### config.mk
export PLATFORM = sky130hd
export DESIGN_NAME = rom_burst_reader_flat
export DESIGN_NICKNAME = d
export VERILOG_FILES = /design/src/rtl/rom_burst_reader_if.sv /design/src/rtl/rom_burst_reader.sv /design/src/flat_wrapper.sv
export SDC_FILE = /design/constraint.sdc
export NUM_CORES = 1
export LEC_CHECK = 0
export ABC_CLOCK_PERIOD_IN_PS = 3900
export CORE_MARGIN = 1
export CORE_UTILIZATION = 47
export DETAILED_ROUTE_END_ITERATION = 10
export PLACE_DENSITY_LB_ADDON = 0.05
export SETUP_SLACK_MARGIN = 0.15
export SYNTH_ARGS = -nofsm -noshare
export SYNTH_HDL_FRONTEND = slang
export SYNTH_SLANG_ARGS = --single-unit
### constraint.sdc
create_clock -name clock -period 3.9 [get_ports clock]
set_clock_uncertainty 0.2 [all_clocks]
set_input_delay 0.585 -clock clock [delete_from_list [all_inputs] [get_ports clock]]
set_output_delay 0.585 -clock clock [all_outputs]
set_load 0.02 [all_outputs]
### src/rtl/rom_burst_reader_if.sv
// Bundle of the three ports around rom_burst_reader:
//   request  : req_valid/req_ready handshake carrying a word address and beats-minus-one length
//   response : resp_valid/resp_ready handshake carrying a ROM word and an end-of-burst flag
//   rom      : me/oe/address out to the mask-ROM macro, q back (one cycle after me)
// slave  = reader side (accepts requests, returns beats, drives the ROM)
// master = requester side (issues requests, consumes beats, models the ROM)
interface rom_burst_reader_if #(
  parameter int ADDR_WIDTH = 11,
  parameter int DATA_WIDTH = 32,
  parameter int LEN_WIDTH  = 4
);
  logic                  req_valid;
  logic                  req_ready;
  logic [ADDR_WIDTH-1:0] req_addr;
  logic [LEN_WIDTH-1:0]  req_len;
  logic                  resp_valid;
  logic                  resp_ready;
  logic [DATA_WIDTH-1:0] resp_data;
  logic                  resp_last;
  logic                  rom_me;
  logic                  rom_oe;
  logic [ADDR_WIDTH-1:0] rom_address;
  logic [DATA_WIDTH-1:0] rom_q;

  modport slave (
    input  req_valid, req_addr, req_len, resp_ready, rom_q,
    output req_ready, resp_valid, resp_data, resp_last, rom_me, rom_oe, rom_address
  );

  modport master (
    output req_valid, req_addr, req_len, resp_ready, rom_q,
    input  req_ready, resp_valid, resp_data, resp_last, rom_me, rom_oe, rom_address
  );
endinterface

### src/rtl/rom_burst_reader.sv
// Burst read initiator for the synchronous mask-ROM macro (1-cycle registered read).
// Takes word-address bursts on the request port, walks the ROM one word per cycle,
// captures rom_q into a small response FIFO and returns beats with a last flag.
// Ports:
//   clock    single clock, all state on posedge
//   reset_n  asynchronous active-low reset
//   bus      rom_burst_reader_if.slave (request, response and ROM signal groups)
//
// state | meaning
// ------+------------------------------------------------------------
// IDLE  | req_ready high, waiting for a burst request
// BURST | issuing ROM reads, one per cycle while FIFO credit allows
module rom_burst_reader #(
  parameter int ADDR_WIDTH = 11,
  parameter int DATA_WIDTH = 32,
  parameter int LEN_WIDTH  = 4,
  parameter int FIFO_DEPTH = 2
) (
  input  logic                 clock,
  input  logic                 reset_n,
  rom_burst_reader_if.slave    bus
);
  localparam int CNT_W = $clog2(FIFO_DEPTH + 1);
  localparam int PTR_W = $clog2(FIFO_DEPTH);

  typedef enum logic {IDLE = 1'b0, BURST = 1'b1} state_e;

  state_e                state_q, state_d;
  logic [ADDR_WIDTH-1:0] cur_addr_q, cur_addr_d;
  logic [LEN_WIDTH-1:0]  remain_q, remain_d;
  logic                  inflight_q, inflight_d;
  logic                  inflight_last_q, inflight_last_d;
  logic [CNT_W-1:0]      count_q, count_d;
  logic [PTR_W-1:0]      wr_ptr_q, rd_ptr_q;
  logic [DATA_WIDTH-1:0] data_mem_q [FIFO_DEPTH];
  logic                  last_mem_q [FIFO_DEPTH];

  logic                  req_ready;
  logic                  req_fire;
  logic                  issue;
  logic                  push;
  logic                  pop;
  logic                  resp_valid;
  logic [CNT_W:0]        occupancy;

  assign push = inflight_q;
  assign pop  = resp_valid & bus.resp_ready;

  // Entries the FIFO will hold once the word already in the ROM pipe lands;
  // a new read is only issued when there is room for it as well.
  assign occupancy = {1'b0, count_q} + {{CNT_W{1'b0}}, inflight_q} - {{CNT_W{1'b0}}, pop};
  assign req_fire  = bus.req_valid & req_ready;

  // ---------------- FSM: state register ----------------
  always_ff @(posedge clock or negedge reset_n) begin
    if (!reset_n) state_q <= IDLE;
    else          state_q <= state_d;
  end

  // ---------------- FSM: next state ----------------
  always_comb begin
    state_d = state_q;
    case (state_q)
      IDLE:    if (req_fire) state_d = BURST;
      BURST:   if (issue && (remain_q == '0)) state_d = IDLE;
      default: state_d = IDLE;
    endcase
  end

  // ---------------- FSM: outputs ----------------
  // req_ready is gated by reset_n so it drops immediately on reset assertion.
  always_comb begin
    req_ready = 1'b0;
    issue     = 1'b0;
    case (state_q)
      IDLE:    req_ready = reset_n;
      BURST:   issue     = (occupancy < (CNT_W + 1)'(FIFO_DEPTH));
      default: ;
    endcase
  end

  // ---------------- burst address / length tracking ----------------
  always_comb begin
    cur_addr_d      = cur_addr_q;
    remain_d        = remain_q;
    inflight_d      = issue;
    inflight_last_d = issue && (remain_q == '0);
    if (req_fire) begin
      cur_addr_d = bus.req_addr;
      remain_d   = bus.req_len;
    end else if (issue) begin
      cur_addr_d = cur_addr_q + ADDR_WIDTH'(1);
      remain_d   = remain_q - LEN_WIDTH'(1);
    end
  end

  always_ff @(posedge clock or negedge reset_n) begin
    if (!reset_n) begin
      cur_addr_q      <= '0;
      remain_q        <= '0;
      inflight_q      <= 1'b0;
      inflight_last_q <= 1'b0;
    end else begin
      cur_addr_q      <= cur_addr_d;
      remain_q        <= remain_d;
      inflight_q      <= inflight_d;
      inflight_last_q <= inflight_last_d;
    end
  end

  // ---------------- response FIFO ----------------
  always_comb begin
    count_d = count_q;
    if (push && !pop)      count_d = count_q + CNT_W'(1);
    else if (pop && !push) count_d = count_q - CNT_W'(1);
  end

  always_ff @(posedge clock or negedge reset_n) begin
    if (!reset_n) begin
      count_q  <= '0;
      wr_ptr_q <= '0;
      rd_ptr_q <= '0;
    end else begin
      count_q <= count_d;
      if (push) wr_ptr_q <= (wr_ptr_q == PTR_W'(FIFO_DEPTH - 1)) ? '0 : wr_ptr_q + PTR_W'(1);
      if (pop)  rd_ptr_q <= (rd_ptr_q == PTR_W'(FIFO_DEPTH - 1)) ? '0 : rd_ptr_q + PTR_W'(1);
    end
  end

  always_ff @(posedge clock) begin
    if (push) begin
      data_mem_q[wr_ptr_q] <= bus.rom_q;
      last_mem_q[wr_ptr_q] <= inflight_last_q;
    end
  end

  assert property (@(posedge clock) disable iff (!reset_n)
                   !(push && (count_q == CNT_W'(FIFO_DEPTH))));

  // ---------------- outputs ----------------
  assign resp_valid      = (count_q != '0);
  assign bus.req_ready   = req_ready;
  assign bus.resp_valid  = resp_valid;
  assign bus.resp_data   = resp_valid ? data_mem_q[rd_ptr_q] : '0;
  assign bus.resp_last   = resp_valid & last_mem_q[rd_ptr_q];
  assign bus.rom_me      = issue;
  assign bus.rom_oe      = inflight_q;
  assign bus.rom_address = cur_addr_q;
endmodule

### src/flat_wrapper.sv
// flat-port wrapper written by rule: the top's interface ports become plain ports
module rom_burst_reader_flat 
#(
  parameter int ADDR_WIDTH = 11,
  parameter int DATA_WIDTH = 32,
  parameter int LEN_WIDTH  = 4,
  parameter int FIFO_DEPTH = 2
)
  (clock, reset_n, bus_req_valid, bus_req_addr, bus_req_len, bus_resp_ready, bus_rom_q, bus_req_ready, bus_resp_valid, bus_resp_data, bus_resp_last, bus_rom_me, bus_rom_oe, bus_rom_address);
  rom_burst_reader_if #(.ADDR_WIDTH(ADDR_WIDTH), .DATA_WIDTH(DATA_WIDTH), .LEN_WIDTH(LEN_WIDTH)) bus_i ();
  input  logic clock;
  input  logic reset_n;
  input wire logic [$bits(bus_i.req_valid)-1:0] bus_req_valid;
  input wire logic [$bits(bus_i.req_addr)-1:0] bus_req_addr;
  input wire logic [$bits(bus_i.req_len)-1:0] bus_req_len;
  input wire logic [$bits(bus_i.resp_ready)-1:0] bus_resp_ready;
  input wire logic [$bits(bus_i.rom_q)-1:0] bus_rom_q;
  output wire logic [$bits(bus_i.req_ready)-1:0] bus_req_ready;
  output wire logic [$bits(bus_i.resp_valid)-1:0] bus_resp_valid;
  output wire logic [$bits(bus_i.resp_data)-1:0] bus_resp_data;
  output wire logic [$bits(bus_i.resp_last)-1:0] bus_resp_last;
  output wire logic [$bits(bus_i.rom_me)-1:0] bus_rom_me;
  output wire logic [$bits(bus_i.rom_oe)-1:0] bus_rom_oe;
  output wire logic [$bits(bus_i.rom_address)-1:0] bus_rom_address;
  assign bus_i.req_valid = bus_req_valid;
  assign bus_i.req_addr = bus_req_addr;
  assign bus_i.req_len = bus_req_len;
  assign bus_i.resp_ready = bus_resp_ready;
  assign bus_i.rom_q = bus_rom_q;
  assign bus_req_ready = bus_i.req_ready;
  assign bus_resp_valid = bus_i.resp_valid;
  assign bus_resp_data = bus_i.resp_data;
  assign bus_resp_last = bus_i.resp_last;
  assign bus_rom_me = bus_i.rom_me;
  assign bus_rom_oe = bus_i.rom_oe;
  assign bus_rom_address = bus_i.rom_address;
  rom_burst_reader #(.ADDR_WIDTH(ADDR_WIDTH), .DATA_WIDTH(DATA_WIDTH), .LEN_WIDTH(LEN_WIDTH), .FIFO_DEPTH(FIFO_DEPTH)) u_core (.clock(clock), .reset_n(reset_n), .bus(bus_i));
endmodule
## Yosys cells after proc, flatten, opt, wreduce, memory -nomap -nowiden

Memories as Yosys holds them, arrays and structs flattened.
Cells that the tools add are included.

| operators by class | value |
|---|---|
| add/sub/neg operators | 8 |
| magnitude comparators | 1 |
| muxes and demuxes | 16 |
| bitwise operators | 4 |
| reduce and logical (&&, ||, !) cells | 9 |

Operators by type and width:

| operator | count |
|---|---|
| $mux 32 | 1 |
| $mux 11 | 2 |
| $add 11x1->11 const B | 1 |
| $mux 1 | 8 |
| $mux 4 | 2 |
| $reduce_bool 2->1 | 3 |
| $logic_not 4->1 | 1 |
| $mux 2 | 2 |
| $sub 4x1->4 const B | 1 |
| $add 2x1->3 | 1 |
| $and 1x1->1 | 3 |
| $logic_and 1x1->1 | 3 |
| $lt 3x2->1 const B | 1 |
| $sub 3x1->3 | 1 |
| $add 1x1->1 const B | 2 |
| $add 2x1->2 const B | 1 |
| $logic_not 1->1 | 2 |
| $pmux 1 s2 | 1 |
| $sub 2x1->2 const B | 1 |
| $not 1->1 | 1 |

| storage, ports and cells | value |
|---|---|
| flip-flop bits (word level) | 22 |
| memory bits (writable) | 66 |
| bits of input ports | 51 |
| output and inout port bits | 48 |
| word-level logic and storage cells | 48 |
| memories | 2 |

Memories:

| memory | words | width | read ports | clocked after memory_dff | wr ports | line | text |
|---|---|---|---|---|---|---|---|
| u_core.data_mem_q | 2 | 32 | 1 | 0 | 1 | rom_burst_reader.sv:35 | `logic [DATA_WIDTH-1:0] data_mem_q [FIFO_DEPTH];` |
| u_core.last_mem_q | 2 | 1 | 1 | 0 | 1 | rom_burst_reader.sv:36 | `logic last_mem_q [FIFO_DEPTH];` |

## Depth between registers and ports, before layout

Gate-level depths: netlist (run 1).

| depth | value |
|---|---|
| depth after elaboration | 8 |
| mapped depth | 12 |
| gate-level depth less buffers | 11 |

## Least setup slack after synthesis (run 1)

No wires, ideal clock.

| path | value |
|---|---|
| path kind | register to output |
| from | reg u_core.count_q[1] |
| to | out bus_rom_me |
| data arrival time | 2.578 ns |
| required time | 3.115 ns |
| path slack | 0.537 ns |
| stages on the path, launching flop included | 10 |
| path buffers | 0 |
| path through | dfrtp_1 -> nor2_1 -> inv_1 -> nand2_1 -> inv_1 -> ha_1 -> nand2b_1 -> fa_1 -> nand2_1 -> nor2_2 |

| on the way | value |
|---|---|
| cells in the longest elaborated chain, start to end | 5 |
| elaborated cells on any way between the ends | 6 |
| those cells by class | add/sub (2); order compare (1); mux (1); bitwise (1); reduce/logical (1) |

RTL lines:

| what | line | text |
|---|---|---|
| start: declaration | rom_burst_reader.sv:33 | `logic [CNT_W-1:0] count_q, count_d;` |
| start signal: assignment | rom_burst_reader.sv:124 | `count_q <= count_d;` |
| $reduce_bool 2->1 | rom_burst_reader.sv:141 | `assign resp_valid = (count_q != '0);` |
| net bus_resp_valid | flat_wrapper.sv:19 | `output wire logic [$bits(bus_i.resp_valid)-1:0] bus_resp_valid;` |
| $and 1x1->1 | rom_burst_reader.sv:47 | `assign pop = resp_valid & bus.resp_ready;` |
| net u_core.pop | rom_burst_reader.sv:42 | `logic pop;` |
| $sub 3x1->3 | rom_burst_reader.sv:51 | `assign occupancy = {1'b0, count_q} + {{CNT_W{1'b0}}, inflight_q} - {{CNT_W{1'b0}}, pop};` |
| $lt 3x2->1 | rom_burst_reader.sv:77 | `BURST: issue = (occupancy < (CNT_W + 1)'(FIFO_DEPTH));` |
| $mux 1 | rom_burst_reader.sv:75 | `case (state_q)` |
| end: declaration | flat_wrapper.sv:22 | `output wire logic [$bits(bus_i.rom_me)-1:0] bus_rom_me;` |

The timed path passes the listed nets, and every way through them passes these cells.

## Final worst setup path (run 1)

| path | value |
|---|---|
| from | reg u_core.count_q[1] |
| to | out bus_rom_me |

| on the way | value |
|---|---|
| cells in the longest elaborated chain, start to end | 5 |
| elaborated cells on any way between the ends | 6 |
| those cells by class | add/sub (2); order compare (1); mux (1); bitwise (1); reduce/logical (1) |

RTL lines:

| what | line |
|---|---|
| $reduce_bool 2->1 | rom_burst_reader.sv:141 |
| $and 1x1->1 | rom_burst_reader.sv:47 |
| net u_core.pop | rom_burst_reader.sv:42 |
| $sub 3x1->3 | rom_burst_reader.sv:51 |
| $lt 3x2->1 | rom_burst_reader.sv:77 |
| $mux 1 | rom_burst_reader.sv:75 |

The timed path passes the listed nets, and every way through them passes these cells.

==> impl_metrics.tcl, run 1 <==
set metrics [dict create \
    syn-num-nets 320 \
    crit_path_end_kind "output pin" \
    antenna_found_initial 0 \
    drv_slew 0 \
    cts_root_buf "clkbuf_8" \
    routed_via_density 4.92 \
    cts_setup_buffers 0 \
    cts_hold_buf 0 \
    drt_pass1_iterations 4 \
    die_h_um 91.2 \
    arrival_ns 2.74 \
    p_clk_share_pct 13.9 \
    htreeDepth 3 \
    path_class "reg -> out" \
    swShare_pct 38.8 \
    cts_tree "built" \
    synthMuxAreaShare_pct 9.95 \
    path_clk_slew_ns 0.08 \
    ioPinCount 99 \
    drt-initial-drc-count 63 \
    coreArea_um2 7690 \
    power_density_nw_per_um2 786 \
    synth_xor_area_share_pct 4.19 \
    period_needed_ns 3.53 \
    hold_viol 0 \
    gp_congestion 0.758 \
    ys.flop_type "edfxtp_1" \
    synth_seq_area_share_pct 67.8 \
    wl_um 6780 \
    holdWs_ns 0.253 \
    synth_top_family_by_area "simple AND/OR/NAND/NOR gates" \
    num-fill-cells 606 \
    grt_pass1_wl_um 11000 \
    wl_per_cell_um 14.3 \
    power_switching_mw 1.53 \
    cts_sinks 88 \
    layout-drive-gt1-share_pct 9.92 \
    worst_pin_slew_ns 0.982 \
    clock.fmax_ghz 0.284 \
    p_total_mw 3.95 \
    peakVddDrop_uv 364 \
    syn_to_final_growth_pct 34.6 \
    yosysWarningCount 0 \
    synth-compound-area-share_pct 2.28 \
    cell_internal_pwr_mw 2.42 \
    rsz0062_at_grt "false" \
    grt_max_degree 34 \
    yosys.area_share.simple_pct 11.5 \
    overflow 0 \
    synth_top_cell_by_area "edfxtp_1" \
    cts_buffer_depth 2 \
    final-seq-area_um2 2530 \
    synthArstFlopShare_pct 25.0 \
    leakagePower_nw 1.88 \
    dieArea_um2 8310 \
    outcome "complete, no violations" \
    rows 32 \
    drv_cap 0 \
    vias 2336 \
    relSlewSlack_pct 34.4 \
    numCtsBuffers 9 \
    setup_viol 0 \
    yosys.area_share.adder_pct 2.21 \
    multi_input_area_um2 1140 \
    synth_area_per_cell_um2 14.2 \
    insertedDiodeCount 0 \
    drt.antenna.violating_nets 0 \
    pwr-share-seq_pct 36.8 \
    fin_cells 475 \
    synth_cell_types 33 \
    dp_hpwl_um 4500 \
    clock_latency_ns 0.34 \
    required_ns 3.12 \
    worstSetupStartpointType "flip-flop" \
    syn-cell-area_um2 3740 \
    synth_common_cells "66 x edfxtp_1, 38 x nor2_1, 36 x mux2i_1, 22 x dfrtp_1, 19 x nand2_1" \
    min_path_type "reg -> reg" \
    place_area_um2 4860 \
    fin_tns_setup_ns 0 \
    synth_edf_count 66 \
    fin_crit_sh_pct 90.4 \
    yosys_register_bits 88 \
    synthCells 263 \
    cp_max_fo 4 \
    synthMostInstantiatedCell "edfxtp_1" \
    start_util_pct 48.6 \
    dp.cells 460 \
    grt_pass1_vias 2383 \
    netlist.area_leader.share_pct 53.0 \
    synth_area_leaders "edfxtp_1 53%, dfrtp_1 15%, mux2i_1 9.6%" \
    p_comb_share_pct 49.3 \
    post-route-cell-area_um2 5030 \
    portBuffers 98 \
    grt_use_total_pct 17.4 \
    cts_resized 1 \
    die_width_um 91.2 \
    nets 426 \
    drcViolationCount 0 \
]
[sequential cells by signal, summed over array words and instances (netlist names)]
name                    flops
u_core.count_q              2
u_core.bus.rom_oe           1
u_core.last_mem_q           2
u_core.wr_ptr_q             1
u_core.rd_ptr_q             1
u_core.inflight_last_q      1
u_core.state_q              1
u_core.data_mem_q          64
u_core.remain_q             4
u_core.bus.rom_address     11
[layout by cell type, fill, tap and decap left out, drive strengths merged, types with 2 or more instances in the layout]
cell,n
nor2,39
inv,7
clkinvlp,3
clkdlybuf4s50,97
xor2,4
and2,2
clkbuf,9
nand2b,3
o21ai,14
buf,8
dfrtp,22
nor3,2
edfxtp,66
xnor2,13
a21o,2
nor4b,3
mux2i,36
clkinv,2
nor3b,2
nand4,4
nand3,2
ha,5
nand2,19
nor4,3
[per-stage QoR]
stage	worst slack, ns	utilization (%)
after floorplan	0.537	-
after global placement	0.121	63.2
after detailed placement	0.107	63.2
after CTS	0.312	65.4
after global routing	0.173	65.4
final	0.374	65.4
[worst max-delay path, cell delays in order, from the launching register on]
cell and delay [ns]:
dfrtp_1 0.46, nor2_2 0.13, inv_1 0.06, nand2_1 0.08
inv_1 0.05, ha_1 0.30, nand2b_1 0.17, fa_1 0.51
nand2_1 0.11, nor2_2 0.16, dlygate4sd2_1 0.35
[cell type report]
cell class	count	share of cell area [%]
Sequential cell	88	50.4
Multi-Input combinational cell	158	22.6
Timing Repair Buffer	106	20.7
Tap cell	102	2.54
Clock buffer	9	2.46
Clock inverter	6	0.896
Inverter	6	0.448
[path summary, 6_finish.rpt]
| kind | cells after the start | from | slack (ns) | endpoint |
|---|---|---|---|---|
| max | 10 | u_core.count_q[1] | 0.37 | bus_rom_me |
| min | 0 | u_core.inflight_last_q | 0.25 | u_core.last_mem_q[0] |
| max reg2reg | 12 | u_core.count_q[1] | 0.88 | u_core.bus.rom_address[5] |
| min reg2reg | 0 | u_core.inflight_last_q | 0.25 | u_core.last_mem_q[0] |
| max in group asynchronous | 2 | reset_n | 2.79 | u_core.rd_ptr_q |
| min in group asynchronous | 2 | reset_n | 0.45 | u_core.bus.rom_address[5] |
[power groups by stage]
stage	registers (mW)	logic, mW	clock network (mW)
after floorplan	1.48	1.15	0
after global placement	1.47	1.96	0
after detailed placement	1.48	1.98	0
after CTS	1.46	1.98	0.564
after global routing	1.49	2.11	0.591
final	1.46	1.95	0.548
[cell families (layout without fill, tap and decap cells)]
logic type / count (synthesis) / after routing
AO/OA/AOI/OAI: 16 / 16
XOR/XNOR: 17 / 17
adder cells (fa/ha/maj): 6 / 6
buffers and inverters: 17 / 127
flip-flops: 88 / 88
multiplexers: 37 / 37
AND/OR/NAND/NOR: 82 / 82
[routing by layer]
| layer | part of all wire, % | GRT usage (%) | vias to the layer above |
|---|---|---|---|
| li1 | - | - | 1144 |
| met1 | 43 | 20.3 | 1120 |
| met2 | 51 | 30.4 | 67 |
| met3 | 4.7 | 4.61 | 5 |
| met4 | 1.3 | 7.14 | 0 |
| met5 | 0 | 0 | - |
Power figures use the tool's default switching activity.
==> inputs of run 2 (changes only) <==
Settings changed: ABC_AREA set to 1, CORE_MARGIN 1 to unset, PLACE_DENSITY set to 0.75, PLACE_DENSITY_LB_ADDON 0.05 to unset.
==> run 2 against run 1 <==
Largest cell class unchanged. Largest power group unchanged. Critical path type unchanged. Area after synthesis increased by 2.9%. Sequential power is 4% lower. Critical endpoint unchanged. First-iteration DRC count is 44% higher.
==> impl_metrics.tcl, run 2 <==
set metrics [dict create \
    drv_slew 0 \
    drv_cap 0 \
    nets 530 \
    numCtsBuffers 9 \
    p_clk_share_pct 15.5 \
    power_density_nw_per_um2 805 \
    die_h_um 92.5 \
    synth_area_per_cell_um2 10.4 \
    relSlewSlack_pct 35.1 \
    place_area_um2 4960 \
    crit_path_start "u_core.count_q[1]" \
    dp_hpwl_um 5550 \
    antenna_found_initial 0 \
    utilization_pct 66.0 \
    synth_area_leaders "edfxtp_1 52%, dfrtp_1 14%, nand2_1 12%" \
    endpoint "bus_rom_me" \
    fin_tns_setup_ns 0 \
    synth_seq_area_share_pct 65.8 \
    dieArea_um2 8550 \
    preCtsSetupSlack_ns 0.0364 \
    peakVddDrop_uv 479 \
    netlist.area_leader.share_pct 51.5 \
    r2r-start "u_core.count_q[1]" \
    cts_setup_buffers 0 \
    vias 2972 \
    post-route-cell-area_um2 5150 \
    rr_worst_depth 15 \
    synthCells 369 \
    arrival_ns 2.66 \
    top_register "u_core.data_mem_q" \
    crit_cells 11 \
    ioPinCount 99 \
    layout-drive-gt1-share_pct 7.95 \
    cts_tree "built" \
    crit_buf_inv 4 \
    insertedDiodeCount 0 \
    required_ns 3.12 \
    grt_pass1_vias 3046 \
    r2r-end "u_core.bus.rom_address[5]" \
    synth_common_cells "126 x nand2_1, 66 x edfxtp_1, 35 x a21oi_1, 25 x nor2_1" \
    worstSetupStartpointType "flip-flop" \
    period_needed_ns 3.45 \
    cp_slowest_cell "fa_1" \
    htreeDepth 3 \
    grt_use_total_pct 20.8 \
    drcViolationCount 0 \
    coreArea_um2 7810 \
    grt_pass1_wl_um 13700 \
    dp.cells 564 \
    crit_path_end_kind "output pin" \
    worst_slack_ns 0.452 \
    pwr-share-seq_pct 33.7 \
    p_comb_share_pct 50.8 \
    cts_buffer_depth 2 \
    synthMostInstantiatedCell "nand2_1" \
    regToRegSetupSlack_ns 0.87 \
    fin_cells 580 \
    wl_um 8160 \
    syn_to_final_growth_pct 34.0 \
    drt_pass1_iterations 4 \
    crit_path_max_incr_delay_ns 0.49 \
    cp_max_fo 4 \
    clock_latency_ns 0.35 \
    synth_top_cell_by_area "edfxtp_1" \
    cell_internal_pwr_mw 2.44 \
    drt.antenna.violating_nets 0 \
    wl_per_cell_um 14.1 \
    cts_resized 1 \
    final_cell_mix "126 x nand2_1, 97 x clkdlybuf4s50_1, 66 x edfxtp_1, 35 x a21oi_1, 24 x nor2_1" \
    setup_viol 0 \
    synthArstFlopShare_pct 25.0 \
    crit_chain "nor2_2 > inv_1 > nand2_1 > inv_1 > ha_1 > or2_2 > fa_1 > nand2_1 > nand3b_4 > inv_1 > clkbuf_2" \
    path_class "reg -> out" \
    start_util_pct 49.3 \
    clock.fmax_ghz 0.290 \
    die_width_um 92.5 \
    min_path_type "reg -> reg" \
    power_switching_mw 1.71 \
    path_clk_slew_ns 0.09 \
    outcome "complete, no violations" \
    ys.flop_type "edfxtp_1" \
    worst_pin_slew_ns 0.971 \
    yosysWarningCount 0 \
    syn-cell-area_um2 3850 \
    grt_max_degree 34 \
    synth_edf_count 66 \
    syn-num-nets 426 \
    largest_register_ffs 64 \
    hold_viol 0 \
    portBuffers 98 \
    synth_cell_types 29 \
    rows 32 \
    final_common_cell "nand2_1" \
    rsz0062_at_grt "false" \
    overflow 0 \
    cts_hold_buf 0 \
    fin_crit_sh_pct 88.4 \
    crit_top_cell "inv_1" \
    cts_sinks 88 \
    swShare_pct 41.1 \
    cp_top_family "adder cells" \
    routed_via_density 5.12 \
    cts_root_buf "clkbuf_8" \
    gp_congestion 0.861 \
    yosys_register_bits 88 \
    leakagePower_nw 2.07 \
    drt-initial-drc-count 91 \
]
==> run 2: cell count changes after synthesis, moves of 4 or more <==
| cell | delta |
|---|---|
| inv_1 | +16 |
| mux2i_1 | -36 |
| nor2_1 | -13 |
| o211ai_1 | +4 |
| a21oi_1 | +35 |
| nand3_1 | +17 |
| nand2_1 | +107 |
| xnor2_1 | -12 |
==> run 2: layout make-up <==
type | count | area [µm²]
Tap cell | 102 | 128
Clock inverter | 7 | 77.6
Multi-Input combinational cell | 242 | 1150
Inverter | 25 | 93.8
Sequential cell | 88 | 2530
Timing Repair Buffer | 107 | 1040
Clock buffer | 9 | 124
Fill cell | 612 | 2650
==> run 2: layer usage <==
| metal | global-route usage [%] | vias up | share of wire [%] |
|---|---|---|---|
| met2 | 35.6 | 106 | 48 |
| met5 | 0 | - | 0 |
| li1 | - | 1438 | - |
| met3 | 3.94 | 15 | 6.2 |
| met1 | 26.2 | 1413 | 44 |
| met4 | 7.81 | 0 | 1.6 |
==> run 2: cell families after synthesis <==
kind of cell | share of synthesized area, %
AND/OR/NAND/NOR | 19.8
XOR/XNOR | 0.911
flip-flops | 65.8
AO/OA/AOI/OAI | 6.96
adder cells (fa/ha/maj) | 2.15
buffers and inverters | 4.33
==> run 2: how the worst min path moves through the flow <==
stage / startpoint / endpoint / slack, ns / cells past startpoint
2_1_floorplan: reset_n / u_core.bus.rom_address[0] / 0.09 / 0
3_3_place_gp: u_core.inflight_last_q / u_core.last_mem_q[0] / 0.22 / 0
3_5_place_dp: u_core.inflight_last_q / u_core.last_mem_q[0] / 0.24 / 0
4_1_cts: u_core.inflight_last_q / u_core.last_mem_q[0] / 0.27 / 0
5_1_grt: u_core.inflight_last_q / u_core.last_mem_q[0] / 0.27 / 0
6_report: u_core.inflight_last_q / u_core.last_mem_q[1] / 0.26 / 0
==> run 2: power groups by stage <==
stage	Sequential (mW)	Combinational, mW	Clock, mW
3_3_place_gp	1.41	2.08	0
3_5_place_dp	1.42	2.13	0
6_report	1.40	2.11	0.644
5_1_grt	1.43	2.31	0.690
2_1_floorplan	1.45	1.24	0
4_1_cts	1.40	2.13	0.653
==> run 2: metrics by stage <==
step	power, mW	hold WS, ns
floorplan	2.68	0.0894
global placement	3.49	0.222
detailed placement	3.55	0.241
CTS	4.18	0.265
global route	4.43	0.266
finish	4.15	0.258
==> inputs of run 3 (changes only) <==
Settings changed: CTS_CLUSTER_SIZE set to 24.
==> results of run 3 <==
Final layout, timing and power as in run 2 (identical DEF).
==> RTL edit 1 (flow settings as in run 3) <==
`LEN_WIDTH` is set to 4 in 3 places; all go to 2.
--- a/src/rtl/rom_burst_reader_if.sv
+++ b/src/rtl/rom_burst_reader_if.sv
@@ -8,5 +8,5 @@
   parameter int ADDR_WIDTH = 11,
   parameter int DATA_WIDTH = 32,
-  parameter int LEN_WIDTH  = 4
+  parameter int LEN_WIDTH  = 2
 );
   logic                  req_valid;
--- a/src/rtl/rom_burst_reader.sv
+++ b/src/rtl/rom_burst_reader.sv
@@ -14,5 +14,5 @@
   parameter int ADDR_WIDTH = 11,
   parameter int DATA_WIDTH = 32,
-  parameter int LEN_WIDTH  = 4,
+  parameter int LEN_WIDTH  = 2,
   parameter int FIFO_DEPTH = 2
 ) (
--- a/src/flat_wrapper.sv
+++ b/src/flat_wrapper.sv
@@ -4,5 +4,5 @@
   parameter int ADDR_WIDTH = 11,
   parameter int DATA_WIDTH = 32,
-  parameter int LEN_WIDTH  = 4,
+  parameter int LEN_WIDTH  = 2,
   parameter int FIFO_DEPTH = 2
 )
Interface: changed (resized bus_req_len); port bits go from 99 to 97. The function was not compared with the original's and may differ.
==> RTL edit 1 against run 3 <==
- via count is 8.7% lower
- clock power is 8.7% higher
- core utilization is 0.73 points lower
- worst setup slack worse by 0.017 ns
- critical endpoint unchanged
- critical path type is now in2out
- synthesized area is 3.6% lower
- power is 2.8% lower
- sequential cell count is 2 lower
- design area is 2.6% lower
- final cell count is 3.6% lower
- routed wire length is 7.8% lower
==> RTL edit 1: results (changes against run 3) <==
Outcome - completed
Mapped Cells - 350 (-5.1%)
Max IR drop VDD - 0.000383 V (-20%)
Pleak - 2.01 nW (-3.1%)
Synthesized Nets - 404 (-5.2%)
Die Wd - 90.8 µm (-1.8%)
Final HPWL DP - 4.92 mm (-11%)
Final Cycle Share - 88.8% (+0.45 points)
Met3 usage - 5.47% (+1.5 points)
DR WL/cell - 13.5 µm (-4.3%)
Synth cell types - 26 (-10%)
Slew margin rel. - 34.9% (-0.15 points)
First-pass GRT wire length - 12.4 mm (-9.6%)
GPL Wtd Cong - 0.872 (+1.4%)
Worst slack, placed - 0.00651 ns (-0.0299 ns)
1st-iter DRT viols - 79 (-13%)
Post-synth ARST share - 23.3% (-1.7 points)
Critical path fanouts, max - 2 (-2)
Final cell count without fillers - 559 (-3.6%)
FILL cells - 608 (-0.65%)
Hold worst-path end - u_core.last_mem_q[0]
GRT Total Usage - 19.5% (-1.3 points)
Largest register FFs - 64 (unchanged)
Share of cells above drive strength 1 - 8.32% (+0.37 points)
RR Endpoint - u_core.bus.rom_address[6]
Sequential share of the synthesized area - 67.0% (+1.1 points)
Setup crit start - bus_resp_ready
Most frequent cells after synthesis - 119 x nand2_1, 66 x edfxtp_1, 34 x a21oi_1
Met2 global-route usage - 30.8% (-4.8 points)
Vias per cell - 4.85 (-5.3%)
Min Hold Slack - 0.255 ns (-0.00251 ns)
GR Util met1 - 25.7% (-0.44 points)
Crit path DAT - 2.68 ns (+0.02 ns)
Number of I/O port buffers - 96 (-2.0%)
Area after DPL - 4800 µm² (-3.2%)
NumNets Final - 506 (-4.5%)
-- RTL edit 1: worst reg2reg max path: cells and delay by family (launching register included) --
kind | cells | cell delay (ns)
buffers and inverters | 4 | 0.35
flip-flops | 1 | 0.45
adder cells (fa/ha/maj) | 2 | 0.77
AND/OR/NAND/NOR | 9 | 1.05
-- RTL edit 1: layer usage --
layer / wire length, µm / vias to the layer above
met1: 3270 / 1234
li1: - / 1360
met3: 559 / 10
met5: 0 / -
met2: 3610 / 109
met4: 93 / 0
-- RTL edit 1: logic make-up after synthesis --
kind of cell             after synthesis  synth area share, %
AO/OA/AOI/OAI                         46                 6.41
XOR/XNOR                               6                 1.42
adder cells (fa/ha/maj)                5                 1.89
buffers and inverters                 39                 4.56
flip-flops                            86                 67.0
AND/OR/NAND/NOR                      168                 18.7
-- RTL edit 1: area by class of cell --
cell class | count | area (µm²) | area share [%]
Clock buffer | 9 | 124 | 2.47
Clock inverter | 7 | 103 | 2.04
Inverter | 25 | 96.3 | 1.92
Multi-Input combinational cell | 225 | 1060 | 21.2
Sequential cell | 86 | 2480 | 49.5
Tap cell | 102 | 128 | 2.54
Timing Repair Buffer | 105 | 1020 | 20.4
-- RTL edit 1: power breakdown --
group | switching, W | internal [W] | total, W
Combinational | 0.00114 | 0.000839 | 0.00198
Sequential | 0.000135 | 0.00122 | 0.00135
Clock | 0.000329 | 0.000371 | 0.000700
Total | 0.00160 | 0.00242 | 0.00403
-- RTL edit 1: timing repair --
action / 4_1_cts / 5_1_grt
endpoints found under the setup margin: 1 / 1
gates resized for setup: 1 / 2
pin swaps: 0 / 0
==> RTL edit 2 (config.mk and constraints of run 3) <==
Without the edit above. Make the reset (`reset_n`) synchronous in 3 clocked blocks. Comments in the files are not updated.
--- a/src/rtl/rom_burst_reader.sv
+++ b/src/rtl/rom_burst_reader.sv
@@ -53,5 +53,5 @@
 
   // ---------------- FSM: state register ----------------
-  always_ff @(posedge clock or negedge reset_n) begin
+  always_ff @(posedge clock) begin
     if (!reset_n) state_q <= IDLE;
     else          state_q <= state_d;
@@ -95,5 +95,5 @@
   end
 
-  always_ff @(posedge clock or negedge reset_n) begin
+  always_ff @(posedge clock) begin
     if (!reset_n) begin
       cur_addr_q      <= '0;
@@ -116,5 +116,5 @@
   end
 
-  always_ff @(posedge clock or negedge reset_n) begin
+  always_ff @(posedge clock) begin
     if (!reset_n) begin
       count_q  <= '0;
Formal check against the unedited RTL: differs if reset_n is asserted again (counterexample within 4 cycles, from zero or initial values and one cycle with reset_n low); with reset_n held inactive, the same outputs for 10 cycles.
==> RTL edit 2 against run 3 <==
- design area decreased by 1.6%
- synthesized cell count increased by 1.6%
- critical path depth unchanged
- non-clock buffer count decreased by 2
- routed wire length decreased by 2.1%
- power decreased by 25%
- worst setup slack got worse by 0.12 ns
- synthesized area decreased by 1.8%
- clock power decreased by 5.1%
- sequential cell count increased by 1
- critical path type is now in2out
- critical endpoint unchanged
==> RTL edit 2: results (changes against run 3) <==
Pleak - 1.85 nW (-11%)
Outcome - completed
Sequential share of the synthesized area - 64.7% (-1.2 points)
Crit path DAT - 2.78 ns (+0.12 ns)
Share of cells above drive strength 1 - 6.86% (-1.1 points)
Area after DPL - 4880 µm² (-1.6%)
Vias in the first global route - 2821 (-7.4%)
Synth area leaders - edfxtp_1 52%, dfxtp_1 12%, nand2_1 11%
Drt pass-1 iters - 5 (+1)
R2r setup slk - 1.07 ns (+0.20 ns)
DR vias - 2975 (+0.10%)
Internal Pwr Total - 0.00191 W (-22%)
Post-synth ARST share - 0% (-25 points)
P_clk - 0.000611 W (-5.1%)
Placed insts - 567 (+0.53%)
GPL Wtd Cong - 0.821 (-4.6%)
Most frequent cells after synthesis - 114 x nand2_1, 66 x edfxtp_1, 52 x a21oi_1
Worst slew pin tran - 0.912 ns (-0.0591 ns)
GRT Total Usage - 19.9% (-0.91 points)
FILL cells - 589 (-3.8%)
First-pass GRT wire length - 13.0 mm (-5.2%)
Final HPWL DP - 5.28 mm (-4.8%)
DR WL/cell - 13.7 µm (-2.6%)
Worst slack, placed - 0.0890 ns (+0.0527 ns)
Sequential share of power - 37.9% (+4.2 points)
Synthesized Nets - 432 (+1.4%)
Synth cell types - 29 (unchanged)
-- RTL edit 2: layout make-up --
| cell class | count | area, µm² | share of cell area [%] |
|---|---|---|---|
| Sequential cell | 89 | 2440 | 48.2 |
| Multi-Input combinational cell | 244 | 1170 | 23.0 |
| Timing Repair Buffer | 105 | 1030 | 20.4 |
| Tap cell | 102 | 128 | 2.52 |
| Clock buffer | 9 | 124 | 2.44 |
| Inverter | 27 | 104 | 2.05 |
| Clock inverter | 7 | 72.6 | 1.43 |
-- RTL edit 2: critical path, cell delays in order --
cell and delay (ns):
clkdlybuf4s50_1 0.46, nand2_1 0.07, inv_1 0.11, ha_1 0.26, nor2_1 0.11, inv_1 0.06, fa_1 0.48, nand2_1 0.05
nand3b_4 0.15, inv_1 0.09, dlygate4sd2_1 0.34
-- RTL edit 2: worst paths after layout --
path,endpoint,cells past startpoint,start
setup reg to reg,u_core.bus.rom_address[7],16,u_core.count_q[1]
hold / removal,u_core.last_mem_q[1],0,u_core.inflight_last_q
setup / recovery,bus_rom_me,11,bus_resp_ready
hold reg to reg,u_core.last_mem_q[1],0,u_core.inflight_last_q
-- RTL edit 2: kinds of logic after synthesis --
group	synth area share, %
compound gates	9.31
buf+inv	4.57
xor+xnor	0.464
fa+ha+maj	2.19
simple gates	18.8
flops	64.7
-- RTL edit 2: repair_timing --
action | 4_1_cts | 5_1_grt
hold endpoints to repair | 0 | 0
setup endpoints to repair | 1 | 0
gates resized for setup | 1 | 0
buffers inserted | 0 | 0
-- RTL edit 2: layer usage --
layer | GRT usage, % | vias up | wire (µm)
met3 | 3.73 | 11 | 542
li1 | - | 1470 | -
met5 | 0 | - | 0
met2 | 33.6 | 121 | 3890
met4 | 7.94 | 0 | 146
met1 | 25.3 | 1373 | 3420
